**src/rtl/fir_pkg.sv**
```systemverilog
// ---------------------------------------------------------------------------
// fir_pkg
//   Shared definitions for the time-multiplexed 5-tap shift-add FIR controller:
//   default widths, tap count, per-tap shift table, FSM state type and the
//   tap-counter / history-index widths.
// ---------------------------------------------------------------------------
package fir_pkg;

  localparam int DW_DEF = 8;           // default sample width
  localparam int OW_DEF = 10;          // default result width
  localparam int NTAP   = 5;           // taps: current sample + 4 history entries
  localparam int HDEPTH = NTAP - 1;    // per-channel history depth
  localparam int KW     = $clog2(NTAP);
  localparam int HW     = $clog2(HDEPTH);

  // Right-shift applied to each tap, indexed by tap number (tap0 = newest).
  localparam logic [2:0] SH_TABLE [NTAP] = '{3'd5, 3'd4, 3'd3, 3'd2, 3'd1};

  typedef enum logic [1:0] {
    IDLE,
    ACCUM,
    DONE
  } state_t;

endpackage

```
**src/rtl/fir_rr_arbiter.sv**
```systemverilog
// ---------------------------------------------------------------------------
// fir_rr_arbiter
//   Combinational round-robin picker. The search starts at pointer+1 and wraps
//   modulo NCH; the first asserted request wins.
//   Ports:
//     req        in  NCH  request vector
//     pointer    in  CHW  index of the most recently served channel
//     winner     out NCH  one-hot winner (all zero when nothing requests)
//     winner_idx out CHW  binary index of the winner
//     valid      out 1    at least one request is asserted
// ---------------------------------------------------------------------------
module fir_rr_arbiter #(
  parameter int NCH = 4,
  parameter int CHW = 2
) (
  input  logic [NCH-1:0] req,
  input  logic [CHW-1:0] pointer,
  output logic [NCH-1:0] winner,
  output logic [CHW-1:0] winner_idx,
  output logic           valid
);

  function automatic int wrap_idx(input int p, input int i);
    return (p + i) % NCH;
  endfunction

  always_comb begin
    winner     = '0;
    winner_idx = '0;
    valid      = 1'b0;
    // i runs 1..NCH so the last-served channel is considered last.
    for (int i = 1; i <= NCH; i++) begin
      if (!valid && req[wrap_idx(int'(pointer), i)]) begin
        winner[wrap_idx(int'(pointer), i)] = 1'b1;
        winner_idx = CHW'(wrap_idx(int'(pointer), i));
        valid      = 1'b1;
      end
    end
  end

endmodule

```
**src/rtl/fir_tdm_scheduler.sv**
```systemverilog
// ---------------------------------------------------------------------------
// fir_tdm_scheduler
//   Shares one serial shift-add accumulator among NCH sample sources. A
//   round-robin winner is granted in IDLE, its five taps are summed over five
//   ACCUM cycles, and the tagged result is presented in DONE, where that
//   channel's 4-deep history is also shifted.
//   Ports:
//     clk        in  1       rising-edge clock
//     rst        in  1       synchronous reset, active low
//     req        in  NCH     per-channel level request
//     din        in  NCH*DW  packed samples, channel c at [c*DW +: DW]
//     hist_clr   in  1       clear all histories (deferred while busy)
//     grant      out NCH     one-hot accept pulse, din captured this cycle
//     busy       out 1       high outside IDLE
//     dout_valid out 1       one-cycle result strobe
//     dout_ch    out CHW     channel of dout
//     dout       out OW      filter result, held until the next strobe
// ---------------------------------------------------------------------------
module fir_tdm_scheduler
  import fir_pkg::*;
#(
  parameter int NCH = 4,
  parameter int DW  = DW_DEF,
  parameter int OW  = OW_DEF,
  parameter int CHW = 2
) (
  input  logic              clk,
  input  logic              rst,
  input  logic [NCH-1:0]    req,
  input  logic [NCH*DW-1:0] din,
  input  logic              hist_clr,
  output logic [NCH-1:0]    grant,
  output logic              busy,
  output logic              dout_valid,
  output logic [CHW-1:0]    dout_ch,
  output logic [OW-1:0]     dout
);

  logic [DW-1:0] din_arr [NCH];

  generate
    for (genvar gi = 0; gi < NCH; gi++) begin : g_din
      assign din_arr[gi] = din[gi*DW +: DW];
    end
  endgenerate

  state_t         state_reg, state_next;
  logic [CHW-1:0] ptr_reg;
  logic [CHW-1:0] ch_reg;
  logic [KW-1:0]  k_reg;
  logic [DW-1:0]  cur_reg;
  logic [OW-1:0]  acc_reg;
  logic           pend_reg;
  logic [DW-1:0]  hist_reg [NCH][HDEPTH];
  logic [OW-1:0]  dout_reg;
  logic [CHW-1:0] dout_ch_reg;
  logic           dout_valid_reg;

  logic [NCH-1:0] arb_winner;
  logic [CHW-1:0] arb_idx;
  logic           arb_valid;

  logic           capture;
  logic           last_tap;
  logic           clr_now;
  logic [HW-1:0]  hidx;
  logic [DW-1:0]  tap;
  logic [OW-1:0]  term;
  logic [OW-1:0]  acc_sum;

  fir_rr_arbiter #(
    .NCH(NCH),
    .CHW(CHW)
  ) u_arb (
    .req       (req),
    .pointer   (ptr_reg),
    .winner    (arb_winner),
    .winner_idx(arb_idx),
    .valid     (arb_valid)
  );

  // ---------------- FSM ----------------
  always_ff @(posedge clk) begin
    if (!rst) begin
      state_reg <= IDLE;
    end else begin
      state_reg <= state_next;
    end
  end

  always_comb begin
    state_next = state_reg;
    grant      = '0;
    capture    = 1'b0;
    busy       = (state_reg != IDLE);
    case (state_reg)
      IDLE: begin
        if (arb_valid) begin
          grant      = arb_winner;
          capture    = 1'b1;
          state_next = ACCUM;
        end
      end
      ACCUM: begin
        if (last_tap) begin
          state_next = DONE;
        end
      end
      DONE: begin
        state_next = IDLE;
      end
      default: begin
        state_next = IDLE;
      end
    endcase
  end

  // ---------------- tap datapath ----------------
  // Taps 1..4 map to history slots 0..3; subtracting one from k in HW bits
  // gives that slot directly.
  assign hidx     = HW'(k_reg - KW'(1));
  assign tap      = (k_reg == '0) ? cur_reg : hist_reg[ch_reg][hidx];
  assign term     = OW'(tap >> SH_TABLE[k_reg]);
  assign acc_sum  = acc_reg + term;
  assign last_tap = (k_reg == KW'(NTAP - 1));

  // A clear requested while busy is held until the DONE history write has
  // happened, so the sample in flight still sees the old history.
  assign clr_now = ((state_reg == IDLE) && hist_clr) ||
                   ((state_reg == DONE) && (pend_reg || hist_clr));

  always_ff @(posedge clk) begin
    if (!rst) begin
      ptr_reg        <= CHW'(NCH - 1);
      ch_reg         <= '0;
      k_reg          <= '0;
      cur_reg        <= '0;
      acc_reg        <= '0;
      pend_reg       <= 1'b0;
      dout_reg       <= '0;
      dout_ch_reg    <= '0;
      dout_valid_reg <= 1'b0;
      for (int c = 0; c < NCH; c++) begin
        for (int j = 0; j < HDEPTH; j++) begin
          hist_reg[c][j] <= '0;
        end
      end
    end else begin
      dout_valid_reg <= 1'b0;

      case (state_reg)
        IDLE: begin
          if (capture) begin
            cur_reg <= din_arr[arb_idx];
            ch_reg  <= arb_idx;
            ptr_reg <= arb_idx;
            acc_reg <= '0;
            k_reg   <= '0;
          end
        end
        ACCUM: begin
          acc_reg <= acc_sum;
          if (last_tap) begin
            // Result registered here so it is on the outputs during DONE.
            k_reg          <= '0;
            dout_reg       <= acc_sum;
            dout_ch_reg    <= ch_reg;
            dout_valid_reg <= 1'b1;
          end else begin
            k_reg <= k_reg + 1'b1;
          end
        end
        DONE: begin
          for (int j = HDEPTH - 1; j > 0; j--) begin
            hist_reg[ch_reg][j] <= hist_reg[ch_reg][j-1];
          end
          hist_reg[ch_reg][0] <= cur_reg;
        end
        default: begin
        end
      endcase

      if (state_reg == DONE) begin
        pend_reg <= 1'b0;
      end else if (hist_clr && (state_reg == ACCUM)) begin
        pend_reg <= 1'b1;
      end

      // Placed after the DONE write so a clear overrides the shift.
      if (clr_now) begin
        for (int c = 0; c < NCH; c++) begin
          for (int j = 0; j < HDEPTH; j++) begin
            hist_reg[c][j] <= '0;
          end
        end
      end
    end
  end

  assign dout       = dout_reg;
  assign dout_ch    = dout_ch_reg;
  assign dout_valid = dout_valid_reg;

endmodule

```
**config.mk**
```make
export PLATFORM = sky130hd
export DESIGN_NAME = fir_tdm_scheduler
export DESIGN_NICKNAME = d
export VERILOG_FILES = /design/src/rtl/fir_pkg.sv /design/src/rtl/fir_rr_arbiter.sv /design/src/rtl/fir_tdm_scheduler.sv
export SDC_FILE = /design/constraint.sdc
export NUM_CORES = 1
export LEC_CHECK = 0
export BUFFER_PORTS_ARGS = -buffer_cell sky130_fd_sc_hd__buf_2
export CAP_MARGIN = 20
export CORE_MARGIN = 1.5
export CORE_UTILIZATION = 25
export DETAILED_ROUTE_END_ITERATION = 12
export PLACE_DENSITY = 0.4
export SLEW_MARGIN = 40
export SYNTH_ARGS = -nofsm -noshare
export SYNTH_HDL_FRONTEND = slang
export SYNTH_HIERARCHICAL = 1
export SYNTH_SLANG_ARGS = --single-unit
```
**constraint.sdc**
```tcl
create_clock -name clk -period 6.8 [get_ports clk]
set_input_delay 0.34 -clock clk [delete_from_list [all_inputs] [get_ports clk]]
set_output_delay 0.34 -clock clk [all_outputs]
set_load 0.02 [all_outputs]
```
# Yosys cells after proc, flatten, opt, wreduce, memory -nomap -nowiden
# Memory sizes are Yosys's and may differ from the RTL's. A register that Yosys moved wholly into a read port is not among the register bits.
# Index checks and enable logic that the tools add are counted.
# W data, S select, Z words.
dict set report word_totals {
  ramBits 128
  wordCells 310
  memories 2
  out_inout_bits 18
  input_bits 39
  rom_bits 24
  reg_bits 41
  latch_bits 0
}
# name words width read_ports rd_ports_with_merged_regs wr line
set mem_list {}
lappend mem_list {hist_reg 4 32 1 1 4 fir_tdm_scheduler.sv:54} ;# logic [DW-1:0] hist_reg [NCH][HDEPTH];
lappend mem_list {{(no name shown)} 8 3 1 0 0 fir_tdm_scheduler.sv:123} ;# assign term = OW'(tap >> SH_TABLE[k_reg]);
dict set report op_classes {
  n_addsub 7
  bitwise_logic 134
  n_mul 0
  reduce_logical 30
  n_eq_ne 22
  shift 1
  mux 93
  order_cmp 11
  n_div 0
}
# cell count
set op_table {}
lappend op_table {{$mux W8} 31}
lappend op_table {{$and A1 B1 Y1} 44}
lappend op_table {{$eq A2 B2 Y1 const B} 17}
lappend op_table {{$not A1 Y1} 33}
lappend op_table {{$bmux W8 S2} 2}
lappend op_table {{$mux W32} 1}
lappend op_table {{$reduce_or A32 Y1} 1}
lappend op_table {{$mux W4} 7}
lappend op_table {{$or A1 B1 Y1} 27}
lappend op_table {{$mux W1} 26}
lappend op_table {{$pmux W10 S2} 1}
lappend op_table {{$mux W2} 9}
lappend op_table {{$and A1 B1 Y1 const B} 16}
lappend op_table {{$lt A3 B4 Y1 const B} 4}
lappend op_table {{$mux W16} 1}
lappend op_table {{$ge A3 B1 Y1 const B} 4}
lappend op_table {{$mux W3} 4}
lappend op_table {{$or A4 B4 Y4} 3}
lappend op_table {{$add A10 B10 Y10} 1}
lappend op_table {{$logic_and A1 B1 Y1} 10}
lappend op_table {{$mux W10} 1}
lappend op_table {{$reduce_and A2 Y1} 5}
lappend op_table {{$reduce_or A2 Y1} 5}
lappend op_table {{$shr A8 B3 Y10} 1}
lappend op_table {{other kinds (21)} 44}

# Depth between registers and ports, before layout
# Gate-level depths: netlist of the first run.
dict set report depth {
  ltp_word 21
  depth_mapped 20
}

# Hierarchy
# Netlist of the first run, hierarchy kept.
# module cells_per_inst area_per_inst_um2 n_inst
set modules_own_cells {}
lappend modules_own_cells {fir_tdm_scheduler 693 7618.6 1}
lappend modules_own_cells {fir_rr_arbiter 86 629.4 1}

# Worst setup path after synthesis of the first run
# No wires, ideal clock.
dict set report synth_path {
  path_type {reg2reg}
  from {register k_reg[1]}
  to {register acc_reg[8]}
  stages_incl_launch_ff 18
  period_less_slack_ps 4700
  arrival_ps 4570
  setup_ps 130
  setup_slack_ps 2100
  cell_sequence {dfxtp_1 -> clkdlybuf4s50_1 -> inv_1 -> ha_1 -> buf_6 -> mux4_2 -> mux2_2 -> o311a_1 -> o221a_1 -> a32oi_1 -> o21ai_1 -> ha_1 -> a21o_1 -> a21oi_1 -> o21bai_1 -> a2111oi_0 -> or2_2 -> o211ai_1}
}
dict set report synth_between {
  elab_chain_cells 9
}
# element line
set synth_rtl {}
lappend synth_rtl {{from (decl)} fir_tdm_scheduler.sv:50} ;# logic [KW-1:0] k_reg;
lappend synth_rtl {{from (signal assigned)} fir_tdm_scheduler.sv:170} ;# k_reg <= k_reg + 1'b1;
lappend synth_rtl {{$sub A2 B1 Y2} fir_tdm_scheduler.sv:121} ;# assign hidx = HW'(k_reg - KW'(1));
lappend synth_rtl {{$not A2 Y3 (implied by the code)} fir_tdm_scheduler.sv:122} ;# assign tap = (k_reg == '0) ? cur_reg : hist_reg[ch_reg][hidx];
lappend synth_rtl {{$bmux W8 S2} fir_tdm_scheduler.sv:122}
lappend synth_rtl {{$mux W8 (implied by the code) (2 in series)} fir_tdm_scheduler.sv:122}
lappend synth_rtl {{$mux W8} fir_tdm_scheduler.sv:122}
lappend synth_rtl {{$shr A8 B3 Y10 *} fir_tdm_scheduler.sv:123}
lappend synth_rtl {{$add A10 B10 Y10 *} fir_tdm_scheduler.sv:124} ;# assign acc_sum = acc_reg + term;
lappend synth_rtl {{$pmux W10 S2 *} fir_tdm_scheduler.sv:151} ;# case (state_reg)
lappend synth_rtl {{to (signal assigned)} fir_tdm_scheduler.sv:162} ;# acc_reg <= acc_sum;
lappend synth_rtl {{to (decl)} fir_tdm_scheduler.sv:52} ;# logic [OW-1:0] acc_reg;
# Mark *: on every way between the ends. The rest lies on a longest branch, timed or not. The select of a mux whose other input is x is not followed.
# A chain may end at the register's enable or synchronous reset.

# Worst setup path in the final report of the first run
dict set report layout_path {
  from {register k_reg[0]}
  to {register dout_reg[8] (netlist: dout[8])}
}
dict set report layout_between {
  elab_chain_cells 8
}
# element line
set layout_rtl {}
lappend layout_rtl {{$sub A2 B1 Y2} fir_tdm_scheduler.sv:121}
lappend layout_rtl {{$not A2 Y3 (implied by the code)} fir_tdm_scheduler.sv:122}
lappend layout_rtl {{$bmux W8 S2} fir_tdm_scheduler.sv:122}
lappend layout_rtl {{$mux W8 (implied by the code) (2 in series)} fir_tdm_scheduler.sv:122}
lappend layout_rtl {{$mux W8} fir_tdm_scheduler.sv:122}
lappend layout_rtl {{$shr A8 B3 Y10} fir_tdm_scheduler.sv:123}
lappend layout_rtl {{$add A10 B10 Y10} fir_tdm_scheduler.sv:124}
lappend layout_rtl {{to (signal assigned)} fir_tdm_scheduler.sv:166} ;# dout_reg <= acc_sum;
lappend layout_rtl {{to (decl)} fir_tdm_scheduler.sv:55} ;# logic [OW-1:0] dout_reg;
# Parallel ways exist; a longest one is shown, timed or not. The select of a mux whose other input is x is not followed.

==> results of run 1 <==
## stage by stage
stage	instance area [um2]	hold WS, ns	cells
floorplan	8250	0.417	779
global placement	8850	0.434	1229
detailed placement	8870	0.443	1229
CTS	9460	0.227	1261
global route	9460	0.234	1261
finish	9460	0.242	1261
## cells in the final DEF (no fill, tap or decap), types with 4 or more instances in the layout
master	Yosys	routed
a2111o_1	4	4
a211oi_1	5	5
a21oi_1	49	48
a22o_1	27	27
a22oi_1	4	4
a31oi_1	12	12
and2_1	31	31
and3_1	25	25
buf_2	8	52
buf_4	2	16
clkbuf_16	0	17
clkinvlp_4	0	4
dfxtp_1	91	88
edfxtp_1	63	63
ha_1	18	18
inv_1	20	20
mux2_2	15	15
mux2i_1	25	25
mux4_1	7	7
mux4_2	32	32
nand2_1	100	100
nand2b_1	5	5
nand3_1	30	30
nand4_1	9	9
nor2_1	43	41
nor3_1	5	4
o211ai_1	7	7
o21ai_0	26	26
o31ai_1	5	5
or3_1	9	9
## power by group
part           internal [mW]  switching (mW)
clock network          0.585           0.392
registers              0.999          0.0599
logic                  0.180           0.248
## cells in the mapped netlist (all sizes together), types with 4 or more instances
cell      n  area, um2
clkbuf   43        231
ha       18        225
nor3      5       25.0
or3       9       56.3
inv      21       78.8
a31oi    12       75.1
nor2     43        161
edfxtp   63       1890
o21ai    27        135
and2     31        194
a2111o    4       45.0
o211ai    7       52.6
a21oi    49        245
nand4     9       56.3
mux4     39        905
mux2     16        184
nand2b    5       31.3
buf      16        115
a22o     27        236
a211oi    5       37.5
a22oi     4       30.0
dfxtp    91       1820
nand2   100        375
and3     25        156
mux2i    25        250
nand3    30        150
o31ai     5       37.5
## layer usage
metal	wire length (um)	vias to the layer above	GRT usage, %	part of all wire [%]
met5	0	-	0	0
li1	-	2967	-	-
met4	282	0	3.93	1.2
met3	861	16	2.51	3.7
met1	11300	3134	20.0	48
met2	10900	145	22.5	47
## worst max path at each step
stage / to / slack (ns)
2_1_floorplan: acc_reg[8]$_SDFFE_PN0P_ / 2.10
3_3_place_gp: dout[8]$_SDFFE_PN0P_ / 1.10
3_5_place_dp: dout[8]$_SDFFE_PN0P_ / 1.11
4_1_cts: dout[8]$_SDFFE_PN0P_ / 1.09
5_1_grt: dout[8]$_SDFFE_PN0P_ / 0.80
6_report: dout[8]$_SDFFE_PN0P_ / 1.30
## critical path, cell delays in order (launching register included)
cell and delay [ns]:
dfxtp_1 0.31, buf_4 0.26, inv_1 0.28, ha_1 0.77
buf_4 0.31, mux4_1 0.57, mux2_2 0.32, mux2i_1 0.20
nand2_1 0.07, o21ai_0 0.09, o311ai_0 0.25, fa_1 0.52
a21o_1 0.17, a21oi_1 0.23, o21bai_1 0.12, a2111oi_1 0.57
or2_2 0.22, o211ai_1 0.09
## area by class of cell
cell class / count / area share, %
inverter: 21 / 0.833
tap: 442 / 5.84
sequential: 154 / 39.3
timing repair buffer: 68 / 4.02
clock buffer: 20 / 4.72
multi-input combinational: 544 / 43.7
clock inverter: 12 / 1.56
## kinds of logic after synthesis
group / count (synthesis)
other cells: 1
buf+inv: 81
mux: 80
xor+xnor: 6
compound gates: 168
flops: 154
fa+ha+maj: 19
simple gates: 270
==> results_dict.tcl, run 1 <==
set metrics [dict create \
    multi_input_area_um2 4140 \
    power_density_nw_per_um2 260 \
    cts_buffers 17 \
    synth_compound_area_share_pct 13.9 \
    vias 6262 \
    rsz0062_at_grt "false" \
    start_kind "register" \
    track_usage_pct 14.2 \
    avgSynthCellArea_um2 10.6 \
    pre_cts_slack_ns 1.11 \
    ctsHoldBuffers 0 \
    tightest_slew_ns 0.834 \
    startpoint "k_reg[0]$_SDFFE_PN0P_" \
    portBuffers 52 \
    ant_nets 0 \
    p_leak_nw 3.56 \
    rows 66 \
    hold_viol_final 0 \
    drtIter0Drc 389 \
    antenna_found_initial 0 \
    post_cts_buffers 0 \
    nNetsFinal 864 \
    worstPathRequired_ns 7.11 \
    wl_um 23300 \
    synthSimpleGateAreaFrac_pct 16.0 \
    yosysSeqAreaShare_pct 45.0 \
    path_max_fanout 22 \
    hold_depth 3 \
    initial_core_util_pct 25.3 \
    synth_xor_area_share_pct 0.637 \
    ioPinCount 57 \
    tns_ns 0 \
    wl_per_cell_um 18.5 \
    grt_pass1_vias 6119 \
    gp_congestion 0.795 \
    ys_seq_elements 154 \
    drc 0 \
    r2r_cells 17 \
    critPathCaptureType "register" \
    die_h_um 185 \
    status "complete, no violations" \
    grt_max_degree 36 \
    fmax_mhz 182 \
    slew_viol_final 0 \
    largest_reg_flops 112 \
    finalCritPeriodShare_pct 80.8 \
    yosysWarnings 6 \
    clk_pin_slew_ns 0.06 \
    utilization_pct 29.1 \
    synth_nets 837 \
    setup-violations-final 0 \
    totalPowerFinal_mw 2.46 \
    seq_area_um2 3720 \
    async_reset_ff_share_pct 0 \
    rrSetupSlack_ns 1.30 \
    cts.sinks 154 \
    worstSetupPathType "register to register" \
    yosys-mux-area-fraction_pct 16.2 \
    synthFlopType "dfxtp_1" \
    synth_fa_ha_area_share_pct 2.97 \
    core-area_um2 32500 \
    ir_worst_vdd_mv 0.120 \
    hold_class "input port to register" \
    fillers 3450 \
    clkLatencyLatePin_ns 0.44 \
    area_delta_synth_final_pct 14.7 \
    cap_violations 0 \
    skew_ns 0.0178 \
    cts-root-buf "clkbuf_16" \
    synth_top_family_by_area "multiplexers" \
    synthesis.area_um2 8250 \
    grt_pass1_wl_um 36700 \
    r2r_end "dout[8]$_SDFFE_PN0P_" \
    cp.arrival_ns 5.81 \
    viasPerCell 4.97 \
    whs_endpoint "pend_reg$_SDFFE_PP0P_" \
    min_period_ns 5.50 \
    netlist_instances 779 \
    drive_gt1_share_pct 19.3 \
    slew_headroom_pct 44.2 \
    yosysUniqueCellTypes 67 \
    hold_start "hist_clr" \
    htreeDepth 4 \
    cts_resized 0 \
    worst_slack_ns 1.30 \
    die_area_um2 34100 \
    dp_hpwl_um 15300 \
    synth_edf_count 63 \
    fp.dieW_um 185 \
    firstDrtPassIters 4 \
    diodes 0 \
    grt-ovfl-total 0 \
    clockBufferDepth 2 \
    cts_tree "yes" \
    crit-reg2reg-launch "k_reg[0]$_SDFFE_PN0P_" \
]
(Power assumes the default switching activity.)
==> run 2: changes to the inputs <==
==> constraint.sdc (replaced) <==
create_clock -name clk -period 5.38 [get_ports clk]
set_input_delay 0.269 -clock clk [delete_from_list [all_inputs] [get_ports clk]]
set_output_delay 0.269 -clock clk [all_outputs]
set_load 0.02 [all_outputs]
==> run 2 against run 1 <==
Fmax up 11%. Final cell count increased by 0.63%. Non-clock buffer count rose by 8. Utilization grew 0.28 points. Sequential cell count unchanged. Die area did not move. First-iteration DRC count is 9.3% lower. Critical path depth stayed put. Global-route usage rose by 0.077 points.
==> results_dict.tcl, run 2 (synthesized netlist as in run 1, its figures left out) <==
set metrics [dict create \
    status "complete, no violations" \
    cp.arrival_ns 5.25 \
    worstPathRequired_ns 5.69 \
    drive_gt1_share_pct 20.1 \
    path_common_cell "ha_1" \
    start_kind "register" \
    min_period_ns 4.94 \
    nNetsFinal 872 \
    wl_um 23500 \
    hold_viol_final 0 \
    wl_per_cell_um 18.5 \
    dp_hpwl_um 15700 \
    power_frac_seq_pct 41.9 \
    cp_num_cells 17 \
    post_cts_buffers 0 \
    tightest_slew_ns 0.857 \
    worstSetupPathType "register to register" \
    slew_viol_final 0 \
    fp.dieW_um 185 \
    gp_congestion 0.774 \
    crit_buf_inv 2 \
    ir_worst_vdd_mv 0.169 \
    initial_core_util_pct 25.3 \
    path_cells "inv_1 -> ha_1 -> buf_4 -> mux4_1 -> mux2_2 -> nor3_1 -> a31oi_1 -> a22oi_1 -> nand2_1 -> ha_1 -> fa_1 -> a21o_1 -> a21oi_1 -> o21bai_1 -> a2111oi_1 -> or2_2 -> o211ai_1" \
    die_h_um 185 \
    tns_ns 0 \
    intPower_mw 2.25 \
    diodes 0 \
    place_inst 1237 \
    clkLatencyLatePin_ns 0.43 \
    busiest_layer "met2" \
    fin_area_um2 9550 \
    ioPinCount 57 \
    largest_reg_flops 112 \
    drtIter0Drc 353 \
    htreeDepth 4 \
    switching_power_mw 0.898 \
    finalCritPeriodShare_pct 91.8 \
    final_common_cell "nand2_1" \
    slowest_delay_ns 0.60 \
    power_density_nw_per_um2 330 \
    utilization_pct 29.4 \
    grt-ovfl-total 0 \
    track_usage_pct 14.3 \
    grt_pass1_vias 6127 \
    switching_share_pct 28.5 \
    clk_pin_slew_ns 0.07 \
    cp_top_family "compound AO/OA/AOI/OAI gates" \
    core-area_um2 32500 \
    clockBufferDepth 2 \
    drc 0 \
    gr-usage-met1_pct 19.9 \
    grt_pass1_wl_um 37100 \
    antenna_found_initial 0 \
    gr-usage-met3_pct 2.05 \
    dpl-instance-area_um2 8940 \
    fmax_mhz 202 \
    final_cell_mix "nand2_1, dfxtp_1, edfxtp_1" \
    cts-root-buf "clkbuf_16" \
    viasPerCell 4.91 \
    power_frac_comb_pct 18.2 \
    die_area_um2 34100 \
    hold_depth 3 \
    area_delta_synth_final_pct 15.8 \
    final_cells 1269 \
    vias 6231 \
    grt_max_degree 36 \
    rows 66 \
    firstDrtPassIters 4 \
    ant_nets 0 \
    cts.sinks 154 \
    cts_tree "yes" \
    portBuffers 52 \
    p_leak_nw 3.61 \
    cts_buffers 17 \
    critPathCaptureType "register" \
    totalPowerFinal_mw 3.15 \
    path_max_fanout 17 \
    hold_class "input port to register" \
    r2r_cells 17 \
    pwr-share-clk_pct 39.9 \
    rsz0062_at_grt "false" \
    critPathSlowestCell "a2111oi_1" \
    skew_ns 0.00752 \
    setup-violations-final 0 \
    use_met2_pct 22.8 \
    slew_headroom_pct 42.7 \
    cap_violations 0 \
]
run 2: cell types whose count changed in the layout (fill, tap and decap cells not counted), sizes merged:
| cell | delta |
|---|---|
| buf | +8 |
| clkbuf | +4 |
| clkinvlp | -2 |
| bufinv | -1 |
| clkinv | -1 |
run 2: per-stage QoR:
stage,setup WS [ns],hold slack [ns]
floorplan,0.680,0.417
global route,0.128,0.173
CTS,0.310,0.146
finish,0.439,0.159
global placement,0.377,0.431
detailed placement,0.335,0.442
run 2: final timing paths:
path,from,end,slack (ns)
worst min-delay path,hist_clr,pend_reg$_SDFFE_PP0P_,0.16
worst min register to register,hist_reg[3][5]$_SDFFE_PP0P_,hist_reg[3][5]$_SDFFE_PP0P_,0.45
worst max register to register,k_reg[1]$_SDFFE_PN0P_,dout[8]$_SDFFE_PN0P_,0.44
worst max-delay path,k_reg[1]$_SDFFE_PN0P_,dout[8]$_SDFFE_PN0P_,0.44
run 2: final cells by class:
cell class	instances	area, um2
flip-flops and latches	154	3720
fillers	3462	23000
clock buffers	24	504
repair buffers	76	440
multi-input cells	544	4150
clock inverters	8	108
inverters	21	78.8
well taps	442	553
run 2: what timing repair did:
action | CTS | global route
gates resized for setup | 0 | 1
endpoints found under the setup margin | 0 | 2
hold buffers | 0 | 0
run 2: layer usage:
metal	vias to the layer above	routed length (um)
met2	116	10800
met5	-	0
met4	0	385
li1	2992	-
met3	21	760
met1	3102	11500
run 2: power by group through the flow:
stage                     Clock, mW  Sequential [mW]  Combinational, mW
after global routing           1.33             1.33              0.630
after global placement            0             1.35              0.577
after CTS                      1.29             1.32              0.579
final                          1.26             1.32              0.573
after detailed placement          0             1.34              0.576
after floorplan                   0             1.31              0.434
run 2: tightest hold or removal path: cells and delay by family:
kind	cells	cell delay (ns)
simple gates	1	0.08
compound gates	1	0.07
buf+inv	1	0.13
